==> config.mk <==
export PLATFORM = sky130hd
export DESIGN_NAME = fifo_arbiter
export DESIGN_NICKNAME = d
export VERILOG_FILES = /design/src/rtl/fifo_arb_pkg.sv /design/src/rtl/fifo_arb_occupancy.sv /design/src/rtl/fifo_arbiter.sv
export SDC_FILE = /design/constraint.sdc
export NUM_CORES = 1
export LEC_CHECK = 0
export CAP_MARGIN = 10
export CORE_ASPECT_RATIO = 0.7
export CORE_UTILIZATION = 34
export CTS_CLUSTER_DIAMETER = 120
export DETAILED_ROUTE_END_ITERATION = 8
export PLACE_DENSITY = 0.76
export SETUP_SLACK_MARGIN = 0.02
export SYNTH_ARGS = -nofsm -noshare
export SYNTH_HDL_FRONTEND = slang
export SYNTH_SLANG_ARGS = --single-unit
==> constraint.sdc <==
create_clock -name clock -period 6 [get_ports clock]
set_input_delay 1.2 -clock clock [delete_from_list [all_inputs] [get_ports clock]]
set_output_delay 1.2 -clock clock [all_outputs]
set_load 0.02 [all_outputs]
==> src/rtl/fifo_arb_pkg.sv <==
// fifo_arb_pkg: shared state encoding and default sizes for the fifo write arbiter
package fifo_arb_pkg;
  typedef enum logic [1:0] {IDLE, OWN0, OWN1} state_e;
  localparam int DEF_WIDTH = 16;
  localparam int DEF_DEPTH = 16;
  localparam int DEF_BURST = 4;
  localparam int STAT_W    = 16;
endpackage

==> src/rtl/fifo_arb_occupancy.sv <==
// fifo_arb_occupancy: authoritative fifo occupancy count with full/empty decode
module fifo_arb_occupancy import fifo_arb_pkg::*; #(
  parameter int DEPTH = DEF_DEPTH,
  localparam int CW = $clog2(DEPTH + 1)
) (
  input  logic clock,
  input  logic reset,
  input  logic inc,
  input  logic dec,
  output logic full,
  output logic empty
);
  logic [CW-1:0] count_d, count_q;
  // simultaneous inc and dec cancel; callers never push past a bound
  always_comb count_d = (inc & ~dec) ? count_q + CW'(1) : (dec & ~inc) ? count_q - CW'(1) : count_q;
  // count register
  always_ff @(posedge clock) count_q <= reset ? '0 : count_d;
  assign full  = count_q == CW'(DEPTH);
  assign empty = count_q == '0;
endmodule

==> src/rtl/fifo_arbiter.sv <==
// fifo_arbiter: burst-limited round-robin write arbiter and read sequencer for a shared fifo (optional stats via FIFO_ARB_STATS_EN)
module fifo_arbiter import fifo_arb_pkg::*; #(
  parameter int WIDTH = DEF_WIDTH,
  parameter int DEPTH = DEF_DEPTH,
  parameter int BURST = DEF_BURST
) (
  input  logic             clock,
  input  logic             reset,
  input  logic             req0,
  input  logic             req1,
  input  logic [WIDTH-1:0] data0,
  input  logic [WIDTH-1:0] data1,
  input  logic             rd_req,
  output logic             ack0,
  output logic             ack1,
  output logic             rd_ack,
  output logic             rd_valid,
  output logic             fifo_write,
  output logic [WIDTH-1:0] fifo_in,
  output logic             fifo_read,
  output logic             full,
  output logic             empty,
  output logic             owner
`ifdef FIFO_ARB_STATS_EN
  ,
  output logic [STAT_W-1:0] grant_cnt0,
  output logic [STAT_W-1:0] grant_cnt1,
  output logic [STAT_W-1:0] stall_cnt
`endif
);
  localparam int BW = $clog2(BURST + 1);
  state_e           state_d, state_q;
  logic [BW-1:0]    burst_d, burst_q;
  logic             last_d, last_q, owner_d, owner_q;
  logic             fifo_write_d, fifo_write_q, fifo_read_d, fifo_read_q, rd_valid_d, rd_valid_q;
  logic [WIDTH-1:0] fifo_in_d, fifo_in_q;
  logic             bmax, pref1, en, acc;
  fifo_arb_occupancy #(.DEPTH(DEPTH)) u_occ (
    .clock(clock),
    .reset(reset),
    .inc  (acc),
    .dec  (rd_ack),
    .full (full),
    .empty(empty)
  );
  // arbitration: pref1 says producer 1 wins when both request; burst limit hands over ownership
  always_comb begin
    bmax         = burst_q == BW'(BURST);
    pref1        = state_q == OWN1 ? ~(bmax & req0) : state_q == OWN0 ? (bmax & req1) : ~last_q;
    en           = ~reset & ~full;
    ack1         = en & req1 & (pref1 | ~req0);
    ack0         = en & req0 & ~ack1;
    acc          = ack0 | ack1;
    rd_ack       = ~reset & rd_req & ~empty;
    state_d      = acc ? (ack1 ? OWN1 : OWN0) : (~req0 & ~req1) ? IDLE : state_q;
    burst_d      = acc ? ((ack1 == last_q) ? (bmax ? burst_q : burst_q + BW'(1)) : BW'(1))
                       : (~req0 & ~req1) ? '0 : burst_q;
    last_d       = acc ? ack1 : last_q;
    owner_d      = acc ? ack1 : owner_q;
    fifo_write_d = acc;
    fifo_in_d    = ack0 ? data0 : ack1 ? data1 : fifo_in_q;
    fifo_read_d  = rd_ack;
    rd_valid_d   = fifo_read_q;
  end
  // arbiter state and registered fifo strobes; reset clears any pending strobe
  always_ff @(posedge clock) begin
    if (reset) begin
      state_q      <= IDLE;
      burst_q      <= '0;
      last_q       <= 1'b1;
      owner_q      <= 1'b0;
      fifo_write_q <= 1'b0;
      fifo_in_q    <= '0;
      fifo_read_q  <= 1'b0;
      rd_valid_q   <= 1'b0;
    end else begin
      state_q      <= state_d;
      burst_q      <= burst_d;
      last_q       <= last_d;
      owner_q      <= owner_d;
      fifo_write_q <= fifo_write_d;
      fifo_in_q    <= fifo_in_d;
      fifo_read_q  <= fifo_read_d;
      rd_valid_q   <= rd_valid_d;
    end
  end
  assign fifo_write = fifo_write_q;
  assign fifo_in    = fifo_in_q;
  assign fifo_read  = fifo_read_q;
  assign rd_valid   = rd_valid_q;
  assign owner      = owner_q;
`ifdef FIFO_ARB_STATS_EN
  logic [STAT_W-1:0] grant_cnt0_d, grant_cnt0_q, grant_cnt1_d, grant_cnt1_q, stall_cnt_d, stall_cnt_q;
  // saturating grant and full-stall counters
  always_comb begin
    grant_cnt0_d = (ack0 & ~&grant_cnt0_q) ? grant_cnt0_q + STAT_W'(1) : grant_cnt0_q;
    grant_cnt1_d = (ack1 & ~&grant_cnt1_q) ? grant_cnt1_q + STAT_W'(1) : grant_cnt1_q;
    stall_cnt_d  = ((req0 | req1) & full & ~&stall_cnt_q) ? stall_cnt_q + STAT_W'(1) : stall_cnt_q;
  end
  // stats registers
  always_ff @(posedge clock) begin
    grant_cnt0_q <= reset ? '0 : grant_cnt0_d;
    grant_cnt1_q <= reset ? '0 : grant_cnt1_d;
    stall_cnt_q  <= reset ? '0 : stall_cnt_d;
  end
  assign grant_cnt0 = grant_cnt0_q;
  assign grant_cnt1 = grant_cnt1_q;
  assign stall_cnt  = stall_cnt_q;
`endif
endmodule

==> results.txt <==
Routed WL per cell -> 12.7 um
Initial Util -> 0.361
reg-to-reg endpoint -> u_occ.count_q[4]
post-synthesis sequential area ratio -> 0.391
Hold WC Path Type -> reg2reg
Netlist cell types -> 40
Synth Flop Type -> dfxtp_1
Final Hold Vio Count -> 0
CP required -> 4.80 ns
die extent in x -> 83.7 um
Synth area leader -> dfxtp_1
DRT Wirelength -> 3890 um
share of layout cells above drive strength 1 -> 0.0640
setup_tns -> 0 ns
Synth Register Bits -> 31
CP Launch Type -> input port
maximum fanout along the worst path -> 32
outcome -> complete, no violations
Static Leakage -> 0.904 nW
top cells by area, synth -> dfxtp_1 39%, nand3b_1 8.0%, nor2_1 7.1%
critical path type -> in2out
global-route usage over all layers -> 0.166
number of flops mapped to enable cells by yosys -> 0
worst ir drop on vdd -> 0.236 mV
max_cap viols -> 0
Arr. time, crit path -> 3.26 ns
post-synthesis cell count -> 190
routed vias -> 1550
Resized cells post-CTS -> 0
Synth Cell Area -> 1590 um2
largest family of logic cells by synthesized area -> simple AND/OR/NAND/NOR gates
# DRC -> 0
core area -> 4400 um2
Max Slew Vio Count -> 0
FFs w/ async S/R, synth -> 0
Routed Antenna Nets -> 0
clk root buf -> clkbuf_8
Synth Area in Compound Gates -> 0.203
CP bufs+invs -> 3
synth cell count leaders -> 31 x dfxtp_1, 30 x nor2_1, 21 x nand2_1
top-count cell post-synth -> dfxtp_1
vias per std cell -> 5.08
Die Area -> 4960 um2
Final Instance Area -> 2350 um2
worst-margin pin slew -> 0.700 ns
syn avg cell area -> 8.36 um2
Post-Synth Adder-Cell Area -> 0.0598
setup bufs post-CTS -> 0
Syn Nets -> 234
mux share of post-synthesis cell area -> 0.0126
largest net degree at the start of global routing -> 37
Yosys top cell area share -> 0.391
H-tree lvl count -> 2
Layout area overhead -> 47.8%
R2R depth -> 12
insertion delay to the later sink of the worst-skew pair -> 0.29 ns
hold path startpoint -> owner
Synth Area in XOR/XNOR -> 0.0220
Worst-path clk slew -> 0.06 ns
hpwl dp -> 2800 um
RSZ-0062 raised after global routing -> no
cts bufs inserted -> 5
Worst Setup End Kind -> output pin
cts hold-fix bufs -> 0
wire length of the first global-routing pass -> 6470 um
Crit-path slowest cell -> clkdlybuf4s50_1
clock sinks -> 31
R2R setup slack -> 3.12 ns
Cell Area, Placed -> 2230 um2
# setup viols final -> 0
slowest stage delay, CP -> 0.63 ns
Tcrit/Tclk final -> 0.743
PD cells -> 401 nW/um2
Synth warnings -> 0
1st-pass router iterations -> 4
max_slew headroom -> 0.533
Final WS setup -> 1.54 ns
Post-Synth Simple-Gate Area -> 0.262
worst r2r src -> u_occ.count_q[0]
vias in the first global route -> 1373
Final nets -> 293
worst-path cell chain -> clkdlybuf4s50_1, buf_4, a21oi_1, nand2_2, a21oi_1, clkdlybuf4s50_1
initial antenna violation count -> 0
First DRT Iteration DRCs -> 57
Max Freq -> 0.224 GHz
Clock Tree Buf Depth -> 2
worst hold path endpoint -> owner
Worst Clk Skew -> 0.00798 ns
Antenna Cells -> 0
die height -> 59.2 um
CP top delay family -> buffers and inverters
TritonCTS clock tree -> done
worst slack, placed -> 1.55 ns
PortBufs -> 61
gp weighted congestion -> 0.770
gr ovfl total -> 0
IO Count -> 62
crit path time final -> 4.46 ns
row cnt -> 20
hold depth -> 2
==> cell usage in the layout (no fill, tap or decap), types with 2 or more instances in the layout <==
| master | count |
|---|---|
| o211ai_2 | 2 |
| o21ai_0 | 3 |
| a32oi_1 | 2 |
| dfxtp_1 | 31 |
| ha_1 | 6 |
| nand2b_1 | 2 |
| nand2_1 | 21 |
| clkdlybuf4s50_1 | 61 |
| clkbuf_8 | 6 |
| a21o_1 | 3 |
| a31oi_1 | 16 |
| nand3b_1 | 17 |
| nor2b_1 | 2 |
| a32o_1 | 2 |
| a21oi_1 | 9 |
| xnor2_1 | 3 |
| inv_1 | 7 |
| mux2i_1 | 2 |
| nor3b_1 | 2 |
| and2_1 | 2 |
| nor2_1 | 30 |
| buf_4 | 2 |
==> how the worst max path moves through the flow <==
stage	startpoint	to	slack, ns	depth (start not counted)
detailed placement	reset	ack0	1.55	6
CTS	reset	ack0	1.53	6
global route	reset	ack0	1.37	6
finish	reset	ack0	1.54	6
floorplan	reset	u_occ.count_q[4]	2.43	11
global placement	reset	ack0	1.58	6
==> layout make-up <==
type	count	area, um2
Inverter	7	26.3
Clock buffer	6	82.6
Multi-Input combinational cell	141	890
Fill cell	413	2060
Timing Repair Buffer	63	626
Tap cell	55	68.8
Clock inverter	2	35.0
Sequential cell	31	621
==> where the power goes <==
part           switching (W)  internal (W)  leakage, nW
clock              0.0000820      0.000134       0.0612
sequential         0.0000456      0.000261        0.258
combinational       0.000210      0.000209        0.585
==> worst min-delay path, delay by kind of cell (launching register included) <==
| family | cells | cell delay [ns] |
|---|---|---|
| and+or+nand+nor | 1 | 0.05 |
| DFF | 1 | 0.31 |
| AOI/OAI and AO/OA | 1 | 0.05 |
==> state kept, by name (all words and copies together) (netlist names) <==
register       count
fifo_in           16
fifo_write         1
state_q            2
u_occ.count_q      5
fifo_read          1
owner              1
last_q             1
burst_q            3
rd_valid           1
==> kinds of logic (layout without fill, tap and decap cells) <==
| group | Yosys count | after routing |
|---|---|---|
| AND/OR/NAND/NOR | 82 | 82 |
| multiplexers | 2 | 2 |
| AO/OA/AOI/OAI | 46 | 46 |
| adder cells (fa/ha/maj) | 7 | 7 |
| buffers and inverters | 18 | 78 |
| XOR/XNOR | 4 | 4 |
| flip-flops | 31 | 31 |
==> metrics by stage <==
stage	total power, W	utilization	hold slack, ns	cells
2_1_floorplan	0.000570	-	0.468	190
3_3_place_gp	0.000720	0.507	0.442	297
3_5_place_dp	0.000728	0.507	0.451	297
4_1_cts	0.000950	0.533	0.461	305
5_1_grt	0.00100	0.533	0.497	305
6_report	0.000941	0.533	0.458	305
==> layer usage <==
layer,wire length [um],GRT usage
met1,1980,0.227
met2,1520,0.239
met3,340,0.0627
met4,45,0.0630
met5,0,0
(Power assumes the default switching activity.)
